[src/rtl/rs_alu_ctrl.sv]
// ALU reservation-station controller: steers two dispatch slots into free entries,
// issues one ready entry per cycle round-robin, and tracks occupancy.
module rs_alu_ctrl #(
    parameter int unsigned ENT_NUM = 8,
    parameter int unsigned ENT_SEL = 3
) (
    input  logic               clk,
    input  logic               rst_n,
    input  logic [ENT_NUM-1:0] i_busy,
    input  logic [ENT_NUM-1:0] i_vld,
    input  logic [1:0]         i_dp_req,
    output logic               o_dp_stall,
    output logic [ENT_NUM-1:0] o_wr_en_0,
    output logic [ENT_NUM-1:0] o_wr_en_1,
    input  logic               i_alu_rdy,
    output logic [ENT_NUM-1:0] o_rd_en,
    output logic [ENT_SEL-1:0] o_rd_idx,
    output logic               o_issue_vld,
    output logic [ENT_SEL-1:0] o_issue_idx,
    output logic [ENT_SEL:0]   o_ocp_cnt
);

    localparam int unsigned CW = ENT_SEL + 1;

    logic [ENT_SEL-1:0] r_rr_ptr;

    logic [ENT_NUM-1:0] w_free;
    logic [ENT_SEL-1:0] w_f0;
    logic [ENT_SEL-1:0] w_f1;
    logic               w_f0_ok;
    logic               w_f1_ok;
    logic [CW-1:0]      w_free_cnt;
    logic [CW-1:0]      w_wr_num;

    logic [ENT_SEL-1:0] w_scan;
    logic [ENT_SEL-1:0] w_sel;
    logic               w_hit;
    logic               w_issue;

    // Two lowest free entries, f1 strictly above f0
    always_comb begin
        w_free  = ~i_busy;
        w_f0    = '0;
        w_f1    = '0;
        w_f0_ok = 1'b0;
        w_f1_ok = 1'b0;
        for (int k = 0; k < ENT_NUM; k++) begin
            if (w_free[k]) begin
                if (!w_f0_ok) begin
                    w_f0    = ENT_SEL'(k);
                    w_f0_ok = 1'b1;
                end else if (!w_f1_ok) begin
                    w_f1    = ENT_SEL'(k);
                    w_f1_ok = 1'b1;
                end
            end
        end
    end

    // Stall uses the registered count, so it is conservative for single requests
    assign w_free_cnt = CW'(ENT_NUM) - o_ocp_cnt;
    assign o_dp_stall = (w_free_cnt < CW'(2));

    assign o_wr_en_0 = (w_f0_ok && i_dp_req[0] && !o_dp_stall) ? (ENT_NUM'(1) << w_f0) : '0;
    assign o_wr_en_1 = (w_f1_ok && i_dp_req[1] && !o_dp_stall) ? (ENT_NUM'(1) << w_f1) : '0;

    // Round-robin search from r_rr_ptr; index arithmetic wraps at ENT_NUM
    always_comb begin
        w_scan = '0;
        w_sel  = '0;
        w_hit  = 1'b0;
        for (int i = 0; i < ENT_NUM; i++) begin
            w_scan = r_rr_ptr + ENT_SEL'(i);
            if (!w_hit && i_vld[w_scan]) begin
                w_sel = w_scan;
                w_hit = 1'b1;
            end
        end
    end

    assign w_issue  = w_hit & i_alu_rdy;
    assign o_rd_en  = w_issue ? (ENT_NUM'(1) << w_sel) : '0;
    assign o_rd_idx = w_issue ? w_sel : r_rr_ptr;

    assign w_wr_num = CW'(|o_wr_en_0) + CW'(|o_wr_en_1);

    always_ff @(posedge clk) begin
        if (!rst_n) begin
            r_rr_ptr    <= '0;
            o_ocp_cnt   <= '0;
            o_issue_vld <= 1'b0;
            o_issue_idx <= '0;
        end else begin
            if (w_issue) begin
                r_rr_ptr    <= w_sel + ENT_SEL'(1);
                o_issue_idx <= w_sel;
            end
            o_issue_vld <= w_issue;
            o_ocp_cnt   <= o_ocp_cnt + w_wr_num - CW'(w_issue);
        end
    end

endmodule

[config.mk]
export PLATFORM = sky130hd
export DESIGN_NAME = rs_alu_ctrl
export DESIGN_NICKNAME = d
export VERILOG_FILES = /design/src/rtl/rs_alu_ctrl.sv
export SDC_FILE = /design/constraint.sdc
export NUM_CORES = 1
export LEC_CHECK = 0
export BUFFER_PORTS_ARGS = -buffer_cell sky130_fd_sc_hd__buf_2
export CORE_ASPECT_RATIO = 1.75
export CORE_MARGIN = 5
export CORE_UTILIZATION = 50
export CTS_BUF_LIST = sky130_fd_sc_hd__clkbuf_8
export CTS_CLUSTER_DIAMETER = 40
export DETAILED_ROUTE_END_ITERATION = 10
export GPL_TIMING_DRIVEN = 0
export HOLD_SLACK_MARGIN = 0.02
export PLACE_DENSITY_LB_ADDON = 0.12
export SYNTH_ARGS = -nofsm -noshare
export SYNTH_HDL_FRONTEND = slang
export SYNTH_SLANG_ARGS = --single-unit
export TNS_END_PERCENT = 5
[constraint.sdc]
create_clock -name clk -period 4.3 [get_ports clk]
set_input_delay 0.43 -clock clk [delete_from_list [all_inputs] [get_ports clk]]
set_output_delay 0.43 -clock clk [all_outputs]
set_load 0.02 [all_outputs]
== After elaboration in Yosys (flattened, before gate mapping) ==
Cells that the tools add are included.

* Output and inout port bits: 36
* Word-level logic and storage cells: 143
* Input port bits: 21
* Flip-flop bits (word level): 11

* Reduce and logical (&&, ||, !) cells: 21
* $lt $le $gt $ge: 9
* Mux-type cells: 92
* Add/subtract/negate cells: 12
* Shift operators: 3
* Bitwise gates (word level): 2

{| class="wikitable"
|+ Operators with widths
! cell !! number
|-
| $mux 3 || 39
|-
| $mux 1 || 42
|-
| $lt 3x4->1 const B || 8
|-
| $bmux 1 s3 || 8
|-
| $mux 8 || 3
|-
| $shl 1x3->8 const A || 3
|-
| $reduce_or 8->1 || 2
|-
| $add 3x3->3 const B || 4
|-
| $logic_and 1x1->1 || 11
|-
| $logic_not 1->1 || 8
|-
| $not 8->8 || 1
|-
| $add 3x1->3 const B || 2
|-
| $add 3x2->3 const B || 2
|-
| $add 4x2->4 || 1
|-
| $lt 4x2->1 const B || 1
|-
| $sub 4x1->4 || 1
|-
| $sub 4x4->4 const A || 1
|-
| $add 1x1->2 || 1
|-
| $and 1x1->1 || 1
|}

== Longest topological paths before layout ==
Gate-level depths: netlist of the first run.

* Word-level depth: 28
* Depth in mapped cells: 18
* Depth with buffers taken out: 15

== Least setup slack after synthesis of the first run ==
OpenSTA, ideal clock, no wires.

* Kind: reg-to-reg
* From: reg r_rr_ptr[0]
* To: reg o_ocp_cnt[3]
* Setup slack: -0.092 ns
* Stages on the path, launching flop included: 19
* Clock period less this slack: 4.392 ns
* Required time: 4.230 ns
* Data arrival time: 4.322 ns
* Path buffers: 4
* Library setup time: 0.070 ns
* Cells stage by stage: dfxtp_1 buf_6 buf_6 clkinv_1 ha_1 buf_2 mux4_2 mux2i_1 nand4b_1 o41ai_4 inv_2 buf_2 ha_1 inv_1 fa_1 a21oi_1 nor2_1 or3_1 a21oi_1

* Longest elaborated chain between the ends: 26
* Elaborated cells between the ends (all ways): 47
* Classes of those cells: add/sub: 8; mux: 24; bitwise: 1; reduce/logical: 14

{| class="wikitable"
|+ Ends and longest elaborated chain
! element !! line !! text
|-
| start, declared || 25 || <nowiki>logic [ENT_SEL-1:0] r_rr_ptr;</nowiki>
|-
| start signal, assigned || 95 || <nowiki>r_rr_ptr <= w_sel + ENT_SEL'(1);</nowiki>
|-
| parallel branches: the longest is 23 deep, another holds $add 3x1->3 || - ||
|-
| $mux 1 * || 74 || <nowiki>if (!w_hit && i_vld[w_scan]) begin</nowiki>
|-
| $and 1x1->1 * || 81 || <nowiki>assign w_issue = w_hit & i_alu_rdy;</nowiki>
|-
| via w_issue || 38 || <nowiki>logic w_issue;</nowiki>
|-
| $sub 4x1->4 * || 99 || <nowiki>o_ocp_cnt <= o_ocp_cnt + w_wr_num - CW'(w_issue);</nowiki>
|-
| end signal, assigned || 99 ||
|-
| end, declared || 20 || <nowiki>output logic [ENT_SEL:0] o_ocp_cnt</nowiki>
|}

Mark *: on every way through the listed nets, which the timed path passes. The select of a mux whose other input is x is not followed.
A chain may end at the register's enable or synchronous reset.

== Worst setup path after layout of the first run ==
* From: reg r_rr_ptr[1]
* To: out o_rd_en[7]

* Longest elaborated chain between the ends: 26
* Elaborated cells between the ends (all ways): 56
* Classes of those cells: add/sub: 7; shift: 1; mux: 33; bitwise: 1; reduce/logical: 14

{| class="wikitable"
|+ Ends and longest elaborated chain
! element !! line !! text
|-
| parallel branches: the longest is 23 deep, another holds $add 3x1->3 || - ||
|-
| $mux 3 * || 74 ||
|-
| via w_sel[0] || 36 || <nowiki>logic [ENT_SEL-1:0] w_sel;</nowiki>
|-
| $shl 1x3->8 * || 82 || <nowiki>assign o_rd_en = w_issue ? (ENT_NUM'(1) << w_sel) : '0;</nowiki>
|-
| $mux 8 * || 82 ||
|-
| end, declared || 16 || <nowiki>output logic [ENT_NUM-1:0] o_rd_en,</nowiki>
|}

Marked as above.

==> impl_metrics.yaml, run 1 <==
yosys:
  syn_avg_cell_area_um2: 8.08
  synthMuxAreaShare: 0.225
  synth-simple-area-share: 0.221
  synthAdderAreaFrac: 0.125
  netlist_area_um2: 2200
  yosys-top-cells-area: "mux4_2 (14%), ha_1 (10%), dfxtp_1 (10%)"
  synth_edf_count: 0
  ys_seq_area_frac: 0.100
  yosys.area.top_type: "mux4_2"
  syn_inst: 272
  synthArstFlopShare: 0
  yosys_warnings: 0
  synth-xor-area-share: 0.0359
  synth_cell_types: 56
  synth_top_area_share: 0.143
  ys_ff_latch: 11
  synth_compound_area_frac: 0.215
  synth_top_family_by_area: "multiplexers"
  synth_nets: 313
  synthFlopType: "dfxtp_1"
clock_network:
  cts-root-buf: "clkbuf_8"
  clock_sinks: 11
  cts.htree.levels: 1
  clk_path_buf_depth: 2
  clkLatencyLatePin_ns: 0.25
  numCtsBuffers: 3
  cts_tree: "built"
  clk_pin_slew_worst_paths_ns: 0.06
  ctsHoldBuffers: 0
finish:
  most-common-layout-cells: "buf_2 (57), nor2_1 (24), inv_1 (22), nand2_1 (21), a21oi_1 (19)"
  regArea_um2: 225
  multi_input_area_um2: 1840
  final_cell_area_um2: 2750
  nFillCells: 428
  drive_gt1_frac: 0.344
  stdcell_count: 394
  antenna_cells: 0
  final_nets: 385
  area_growth_pct: 25.2
  layout_commonest_cell: "buf_2"
worst_hold_path:
  hold_path.class: "flip-flop to flip-flop"
  min_path_cells: 2
placed_design:
  port_buffers: 53
  gp_congestion: 0.977
  placed_cell_area_um2: 2530
  post-place-cells: 376
  dp_hpwl_um: 5240
worst_setup_path:
  cp-end-kind: "output port"
  crit_required_ns: 3.87
  worst-path-stages: 15
  critical_path_peak_fanout: 10
  worst-path-buf-inv: 5
  slowest_stage: "or4_4"
  ff2ff_path_depth: 18
  crit_chain: "buf_12, inv_2, ha_4, buf_6, mux2_2, a221oi_4, nand4b_1, buf_4, or4_4, mux2i_2, and2b_4, ha_1, ha_1, and2_1, buf_2"
  crit_family: "simple AND/OR/NAND/NOR gates"
  startpoint_type: "flip-flop"
  critPathMaxStageDelay_ns: 0.49
  cp_common_cell: "ha_1"
  cp_data_arrival_time_ns: 3.76
  critical_path_class: "flip-flop to output port"
timing:
  rsz0062_at_grt: "no"
  drv_slew: 0
  final-hold-violation-count: 0
  fmax_mhz: 239
  maxSlewHeadroom: 0.714
  setup_viol: 0
  min_period_ns: 4.19
  finClkSkew_ns: 0.00275
  worst_slew_pin_slew_ns: 0.428
  fin_crit_sh: 0.974
power:
  p_leak_nw: 1.31
  seq_power_share: 0.100
  power_density_nw_per_um2: 600
  swShare: 0.521
  p_comb_frac: 0.834
  p_switching_mw: 0.860
  ir_drop_v: 0.000375
  intPower_mw: 0.792
  pwr-share-clk: 0.066
global_route:
  antenna_found_initial: 0
  grt_max_degree: 11
  grt_pass1_vias: 2356
  grtUsageTotal: 0.228
  grt_pass1_wl_um: 10500
  overflow: 0
job:
  cap_violations: 0
outcome:
  status: "completed"
floorplan:
  boundaryPins: 57
  core_area_um2: 4320
  dieWidth_um: 60.1
  fp.dieH_um: 97.7
  rows: 32
  floorplan.initialDensity: 0.508
  die-area_um2: 5880
routing:
  wirelength_um: 6660
  dr.pass1.iters: 4
  ant_nets: 0
  drc: 0
  dr.first_iter.drc_count: 194
  via_per_inst: 6.08
  post_drt_wl_per_cell_um: 16.9
  vias: 2395
==> per-layer routing <==
metal | vias up | wire (um) | track usage
met1 | 1121 | 2170 | 0.219
met3 | 34 | 301 | 0.0160
met2 | 101 | 3720 | 0.424
met5 | - | 0 | 0
li1 | 1139 | - | -
met4 | 0 | 472 | 0.157
==> power by group through the flow <==
stage / Sequential [mW] / Clock (mW) / Combinational [mW]
after floorplan: 0.191 / 0 / 0.930
after global placement: 0.168 / 0 / 1.24
after detailed placement: 0.168 / 0 / 1.25
after CTS: 0.170 / 0.112 / 1.32
after global routing: 0.169 / 0.113 / 1.50
final: 0.164 / 0.109 / 1.38
==> layout make-up <==
| class | instances | share of cell area |
|---|---|---|
| Buffer | 14 | 0.0350 |
| Clock buffer | 3 | 0.0150 |
| Clock inverter | 1 | 0.00136 |
| Inverter | 25 | 0.0368 |
| Multi-Input combinational cell | 221 | 0.670 |
| Sequential cell | 11 | 0.0819 |
| Tap cell | 51 | 0.0232 |
| Timing Repair Buffer | 68 | 0.136 |
==> registers in the layout, indices dropped and copies added (netlist names) <==
| signal | cells |
|---|---|
| o_issue_idx | 3 |
| o_issue_vld | 1 |
| r_rr_ptr | 3 |
| o_ocp_cnt | 4 |
==> worst min-delay path, delay by kind of cell (launching register included) <==
family | cells | cell delay [ns]
flops | 1 | 0.31
compound gates | 1 | 0.05
simple gates | 1 | 0.05
==> worst paths after layout <==
kind	endpoint	slack (ns)	start
setup / recovery	o_rd_en[7]	0.11	r_rr_ptr[1]$_SDFFE_PN0P_
hold / removal	o_issue_idx[1]$_SDFFE_PN0P_	0.45	o_issue_idx[1]$_SDFFE_PN0P_
setup reg to reg	o_ocp_cnt[3]$_SDFF_PN0_	0.19	r_rr_ptr[1]$_SDFFE_PN0P_
hold reg to reg	o_issue_idx[1]$_SDFFE_PN0P_	0.45	o_issue_idx[1]$_SDFFE_PN0P_
==> cell families (layout without fill, tap and decap cells) <==
kind of cell / count (synthesis) / count (layout)
AO/OA/AOI/OAI: 64 / 64
XOR/XNOR: 9 / 9
adder cells (fa/ha/maj): 21 / 21
buffers and inverters: 40 / 111
flip-flops: 11 / 11
multiplexers: 30 / 30
AND/OR/NAND/NOR: 97 / 97
==> stage by stage <==
| stage | utilization | hold slack, ns | setup TNS [ns] | worst slack (ns) | power, mW |
|---|---|---|---|---|---|
| global placement | 0.586 | 0.446 | -3.41 | -0.574 | 1.40 |
| global route | 0.636 | 0.475 | 0 | 0.0000182 | 1.79 |
| detailed placement | 0.586 | 0.449 | -3.33 | -0.609 | 1.42 |
| floorplan | - | 0.533 | 0 | 0.0510 | 1.12 |
| finish | 0.636 | 0.453 | 0 | 0.111 | 1.65 |
| CTS | 0.622 | 0.457 | 0 | 0.00400 | 1.61 |
==> cells in the mapped netlist (all sizes together) (2+ instances only) <==
| master | number |
|---|---|
| nand2 | 23 |
| ha | 18 |
| dfxtp | 11 |
| nand3 | 9 |
| nor3 | 7 |
| and2 | 5 |
| or4 | 3 |
| o22ai | 3 |
| a221o | 2 |
| fa | 2 |
| a2111oi | 3 |
| a32o | 3 |
| buf | 7 |
| mux2 | 9 |
| mux2i | 7 |
| or3 | 2 |
| xnor2 | 4 |
| a32oi | 2 |
| nand2b | 6 |
| and3 | 10 |
| o21ai | 10 |
| clkbuf | 8 |
| a211oi | 3 |
| inv | 24 |
| xor2 | 5 |
| nor2 | 25 |
| nor2b | 2 |
| mux4 | 14 |
| a21o | 5 |
| a221oi | 4 |
| a21oi | 19 |
==> repair_timing <==
action	in CTS	in global routing
resized for setup	14	8
gates cloned	1	0
pin swaps	3	1
endpoints found under the setup margin	15	11
setup buffers	7	7
No activity file was read; power rests on OpenSTA's default activity.
==> inputs of run 2 (changes only) <==
--- a/config.mk
+++ b/config.mk
@@ -8,7 +8,7 @@
 export BUFFER_PORTS_ARGS = -buffer_cell sky130_fd_sc_hd__buf_2
 export CORE_ASPECT_RATIO = 1.75
 export CORE_MARGIN = 5
-export CORE_UTILIZATION = 50
+export CORE_UTILIZATION = 28
 export CTS_BUF_LIST = sky130_fd_sc_hd__clkbuf_8
 export CTS_CLUSTER_DIAMETER = 40
 export DETAILED_ROUTE_END_ITERATION = 10
==> impl_metrics.yaml, run 2 (synthesized netlist as in run 1, its figures left out) <==
global_route:
  grtUsageTotal: 0.143
  grt_pass1_wl_um: 11600
  antenna_found_initial: 0
  grt_pass1_vias: 2400
  grt_max_degree: 11
  overflow: 0
worst_hold_path:
  hold_path.class: "flip-flop to flip-flop"
timing:
  setup_viol: 0
  drv_slew: 0
  finalSetupTns_ns: 0
  min_period_ns: 4.13
  maxSlewHeadroom: 0.633
  fin_crit_sh: 0.961
  final-hold-violation-count: 0
  finClkSkew_ns: 0.00888
  rsz0062_at_grt: "no"
  fmax_mhz: 242
  worst_slew_pin_slew_ns: 0.548
floorplan:
  floorplan.initialDensity: 0.289
  die-area_um2: 9790
  boundaryPins: 57
  core_area_um2: 7620
  dieWidth_um: 77.0
  rows: 42
  fp.dieH_um: 127
routing:
  dr.first_iter.drc_count: 96
  via_per_inst: 5.40
  ant_nets: 0
  wirelength_um: 7080
  dr.pass1.iters: 5
  drc: 0
  vias: 2353
  post_drt_wl_per_cell_um: 16.2
placed_design:
  placed_cell_area_um2: 2580
  port_buffers: 53
  dp_hpwl_um: 5740
  gp_congestion: 0.835
worst_setup_path:
  crit_chain: "buf_6, inv_8, ha_4, mux4_2, mux2i_4, nand4b_1, buf_4, or4_4, mux2i_2, and2b_4, ha_1, ha_1, and2_1, buf_4"
  crit_family: "simple AND/OR/NAND/NOR gates"
  critical_path_class: "flip-flop to output port"
  startpoint_type: "flip-flop"
  cp-end-kind: "output port"
  cp_data_arrival_time_ns: 3.70
  worst-path-buf-inv: 4
  critical_path_peak_fanout: 11
  critPathMaxStageDelay_ns: 0.55
  crit_required_ns: 3.87
  slowest_stage: "mux4_2"
power:
  p_total_mw: 1.70
  power_density_nw_per_um2: 599
  p_leak_nw: 1.34
  ir_drop_v: 0.000209
finish:
  area_growth_pct: 29.0
  layout_commonest_cell: "buf_2"
  final_cell_area_um2: 2840
  top_regs: "o_ocp_cnt x4, o_issue_idx x3, r_rr_ptr x3"
  largest_register_ffs: 4
  utilization: 0.372
  final_nets: 390
  most-common-layout-cells: "buf_2 (55), nor2_1 (24), nand2_1 (22), inv_1 (22), buf_4 (22)"
  drive_gt1_frac: 0.353
  top_register: "o_ocp_cnt"
  antenna_cells: 0
clock_network:
  cts-root-buf: "clkbuf_8"
  cts_tree: "built"
  clkLatencyLatePin_ns: 0.24
  cts.htree.levels: 1
  clk_pin_slew_worst_paths_ns: 0.06
  clock_sinks: 11
  clk_path_buf_depth: 2
  numCtsBuffers: 3
job:
  cap_violations: 0
outcome:
  status: "completed"
[run 2: cell types whose count changed in the layout (fill, tap and decap cells not counted), sizes merged]
cell / change
buf: +5
[run 2: final timing paths]
kind | from | endpoint | slack, ns | depth (start not counted)
max | r_rr_ptr[0]$_SDFFE_PN0P_ | o_rd_en[3] | 0.17 | 14
max reg2reg | r_rr_ptr[0]$_SDFFE_PN0P_ | o_ocp_cnt[3]$_SDFF_PN0_ | 0.24 | 17
min reg2reg | o_issue_idx[1]$_SDFFE_PN0P_ | o_issue_idx[1]$_SDFFE_PN0P_ | 0.45 | 2
min | o_issue_idx[1]$_SDFFE_PN0P_ | o_issue_idx[1]$_SDFFE_PN0P_ | 0.45 | 2
[run 2: routing by layer]
metal	global-route usage	part of all wire
met1	0.137	0.36
met2	0.297	0.58
met3	0.0225	0.047
met4	0.0496	0.020
met5	0	0
[run 2: repair_timing]
item	CTS	global route
endpoints found under the setup margin	15	12
pin swaps	3	3
gates resized for setup	19	5
setup buffers	15	6
hold buffers	0	0
[run 2: tightest hold or removal path, stage by stage, from the launching register on]
cell and delay, ns:
dfxtp_1 0.30, nand2_1 0.05, a21oi_1 0.05
[run 2: cell type report]
| cell class | count | area [um2] |
|---|---|---|
| Tap cell | 88 | 110 |
| Inverter | 25 | 101 |
| Fill cell | 814 | 4780 |
| Buffer | 13 | 76.3 |
| Clock inverter | 1 | 3.75 |
| Timing Repair Buffer | 74 | 425 |
| Sequential cell | 11 | 225 |
| Clock buffer | 3 | 41.3 |
| Multi-Input combinational cell | 221 | 1850 |
[run 2: stage by stage]
stage                     setup slack [ns]  cells  hold WS [ns]
after global routing               0.00650    436         0.492
final                                0.170    436         0.453
after CTS                          0.00108    432         0.457
after detailed placement            -0.658    413         0.447
after floorplan                     0.0510    272         0.533
after global placement              -0.720    413         0.443
[run 2: report_power, final]
part | internal, mW | leakage (nW) | switching [mW]
combinational | 0.626 | 1.22 | 0.798
clock | 0.0629 | 0.0269 | 0.0434
sequential | 0.138 | 0.0922 | 0.0307
total | 0.827 | 1.34 | 0.873
==> inputs of run 3 (changes only) <==
==> constraint.sdc (replaced) <==
create_clock -name clk -period 3.5 [get_ports clk]
set_input_delay 0.35 -clock clk [delete_from_list [all_inputs] [get_ports clk]]
set_output_delay 0.35 -clock clk [all_outputs]
set_load 0.02 [all_outputs]
==> impl_metrics.yaml, run 3 (synthesized netlist as in run 1, its figures left out) <==
outcome:
  status: "finished, violations left"
  violations: "negative setup slack"
worst_hold_path:
  hp-start: "rst_n"
  min_path_cells: 2
  whs_endpoint: "o_ocp_cnt[1]$_SDFF_PN0_"
  hold_path.class: "primary input to flip-flop"
worst_setup_path:
  reg2reg_to: "o_ocp_cnt[3]$_SDFF_PN0_"
  crit_required_ns: 3.15
  startpoint_type: "flip-flop"
  startpoint: "r_rr_ptr[0]$_SDFFE_PN0P_"
  r2r_slack_ns: -0.30
  r2r_start: "r_rr_ptr[0]$_SDFFE_PN0P_"
  cp_data_arrival_time_ns: 3.59
  ff2ff_path_depth: 18
  critical_path_peak_fanout: 7
  cp-end-kind: "output port"
  critical_path_class: "flip-flop to output port"
timing:
  min_period_ns: 3.94
  final-hold-violation-count: 0
  setup_ws_ns: -0.440
  fmax_mhz: 254
  fin_crit_sh: 1.13
  worst_slew_pin_slew_ns: 0.574
  maxSlewHeadroom: 0.616
  drv_slew: 0
  finClkSkew_ns: 0.00658
  setup_viol: 14
  finalSetupTns_ns: -5.06
  rsz0062_at_grt: "yes"
placed_design:
  post-place-cells: 413
  gp_congestion: 0.801
  placed_cell_area_um2: 2640
  dp_slack_ns: -1.05
  port_buffers: 53
  dp_hpwl_um: 5870
floorplan:
  rows: 42
  dieWidth_um: 77.0
  core_area_um2: 7620
  fp.dieH_um: 127
  boundaryPins: 57
  floorplan.initialDensity: 0.289
  die-area_um2: 9790
routing:
  post_drt_wl_per_cell_um: 17.0
  vias: 2340
  drc: 0
  ant_nets: 0
  via_per_inst: 5.35
  wirelength_um: 7420
  dr.first_iter.drc_count: 99
  dr.pass1.iters: 4
clock_network:
  cts_tree: "built"
  clk_path_buf_depth: 2
  clock_sinks: 11
  numCtsBuffers: 3
  clk_pin_slew_worst_paths_ns: 0.06
  clkLatencyLatePin_ns: 0.24
  cts-root-buf: "clkbuf_8"
  cts.htree.levels: 1
finish:
  area_growth_pct: 38.4
  largest_register_ffs: 4
  top_register: "o_ocp_cnt"
  final_cell_area_um2: 3040
  top_regs: "o_ocp_cnt x4, o_issue_idx x3, r_rr_ptr x3"
  utilization: 0.399
  stdcell_count: 437
  layout_commonest_cell: "buf_2"
  drive_gt1_frac: 0.413
  antenna_cells: 0
  final_nets: 391
  most-common-layout-cells: "buf_2 (48), nor2_1 (23), nand2_1 (22), inv_1 (21), buf_4 (19)"
global_route:
  grt_pass1_wl_um: 12200
  overflow: 0
  grt_pass1_vias: 2476
  antenna_found_initial: 0
  grt_max_degree: 11
  grtUsageTotal: 0.152
power:
  power_density_nw_per_um2: 759
  p_leak_nw: 1.36
  ir_drop_v: 0.000374
job:
  cap_violations: 0
[run 3: cell count changes in the layout (fill, tap and decap cells not counted), moves of 3 or more]
cell	previous run	this run
buf_4	22	19
buf_6	1	10
and3_1	10	7
ha_4	1	5
buf_2	55	48
ha_1	17	12
and3_4	0	3
[run 3: layer usage]
layer  global-route usage  vias up  wire length [um]
met4               0.0668        0               293
li1                     -     1159                 -
met2                0.310       65              4280
met3               0.0162       16               300
met1                0.148     1100              2540
met5                    0        -                 0
[run 3: through the flow]
step	total power, mW	hold WS [ns]
after floorplan	1.42	0.472
after global routing	2.53	0.435
final	2.31	0.416
after CTS	2.21	0.409
after detailed placement	1.83	0.448
after global placement	1.82	0.446
[run 3: worst max-delay path by stage]
| stage | cells after the start | to | slack (ns) |
|---|---|---|---|
| finish | 15 | o_rd_en[7] | -0.44 |
| floorplan | 18 | o_ocp_cnt[3]$_SDFF_PN0_ | -0.43 |
| CTS | 18 | o_ocp_cnt[3]$_SDFF_PN0_ | -0.47 |
| detailed placement | 17 | o_ocp_cnt[3]$_SDFF_PN0_ | -1.05 |
| global placement | 17 | o_ocp_cnt[3]$_SDFF_PN0_ | -1.04 |
| global route | 15 | o_rd_en[5] | -0.61 |
[run 3: final cells by class]
class                      count  area [um2]
buffer                        14         106
clock buffer                   3        41.3
clock inverter                 1        3.75
fill                         789        4580
inverter                      25         106
multi-input combinational    221        1970
sequential                    11         225
tap                           88         110
timing repair buffer          74         474
[run 3: power by group]
part           internal [mW]  total (mW)  switching, mW
sequential             0.169       0.204         0.0348
combinational          0.906        1.97           1.07
clock                 0.0773       0.130         0.0525
total                   1.15        2.31           1.16
[run 3: what timing repair did]
action | 4_1_cts | 5_1_grt
pin swaps | 14 | 8
buffers inserted | 18 | 3
hold buffers | 0 | 0
setup endpoints to repair | 17 | 18
resized for setup | 36 | 15
cloned | 0 | 0
hold endpoints to repair | 0 | 0
[run 3: worst max-delay path: stages (launching register included)]
cell,delay [ns]
dfxtp_2,0.35
buf_8,0.10
buf_12,0.11
clkinv_8,0.04
ha_4,0.32
mux4_2,0.54
mux2i_4,0.18
nand4b_1,0.13
buf_6,0.16
or4_4,0.43
mux2i_2,0.17
and2b_4,0.21
ha_4,0.17
ha_1,0.17
and2_4,0.13
buf_6,0.12
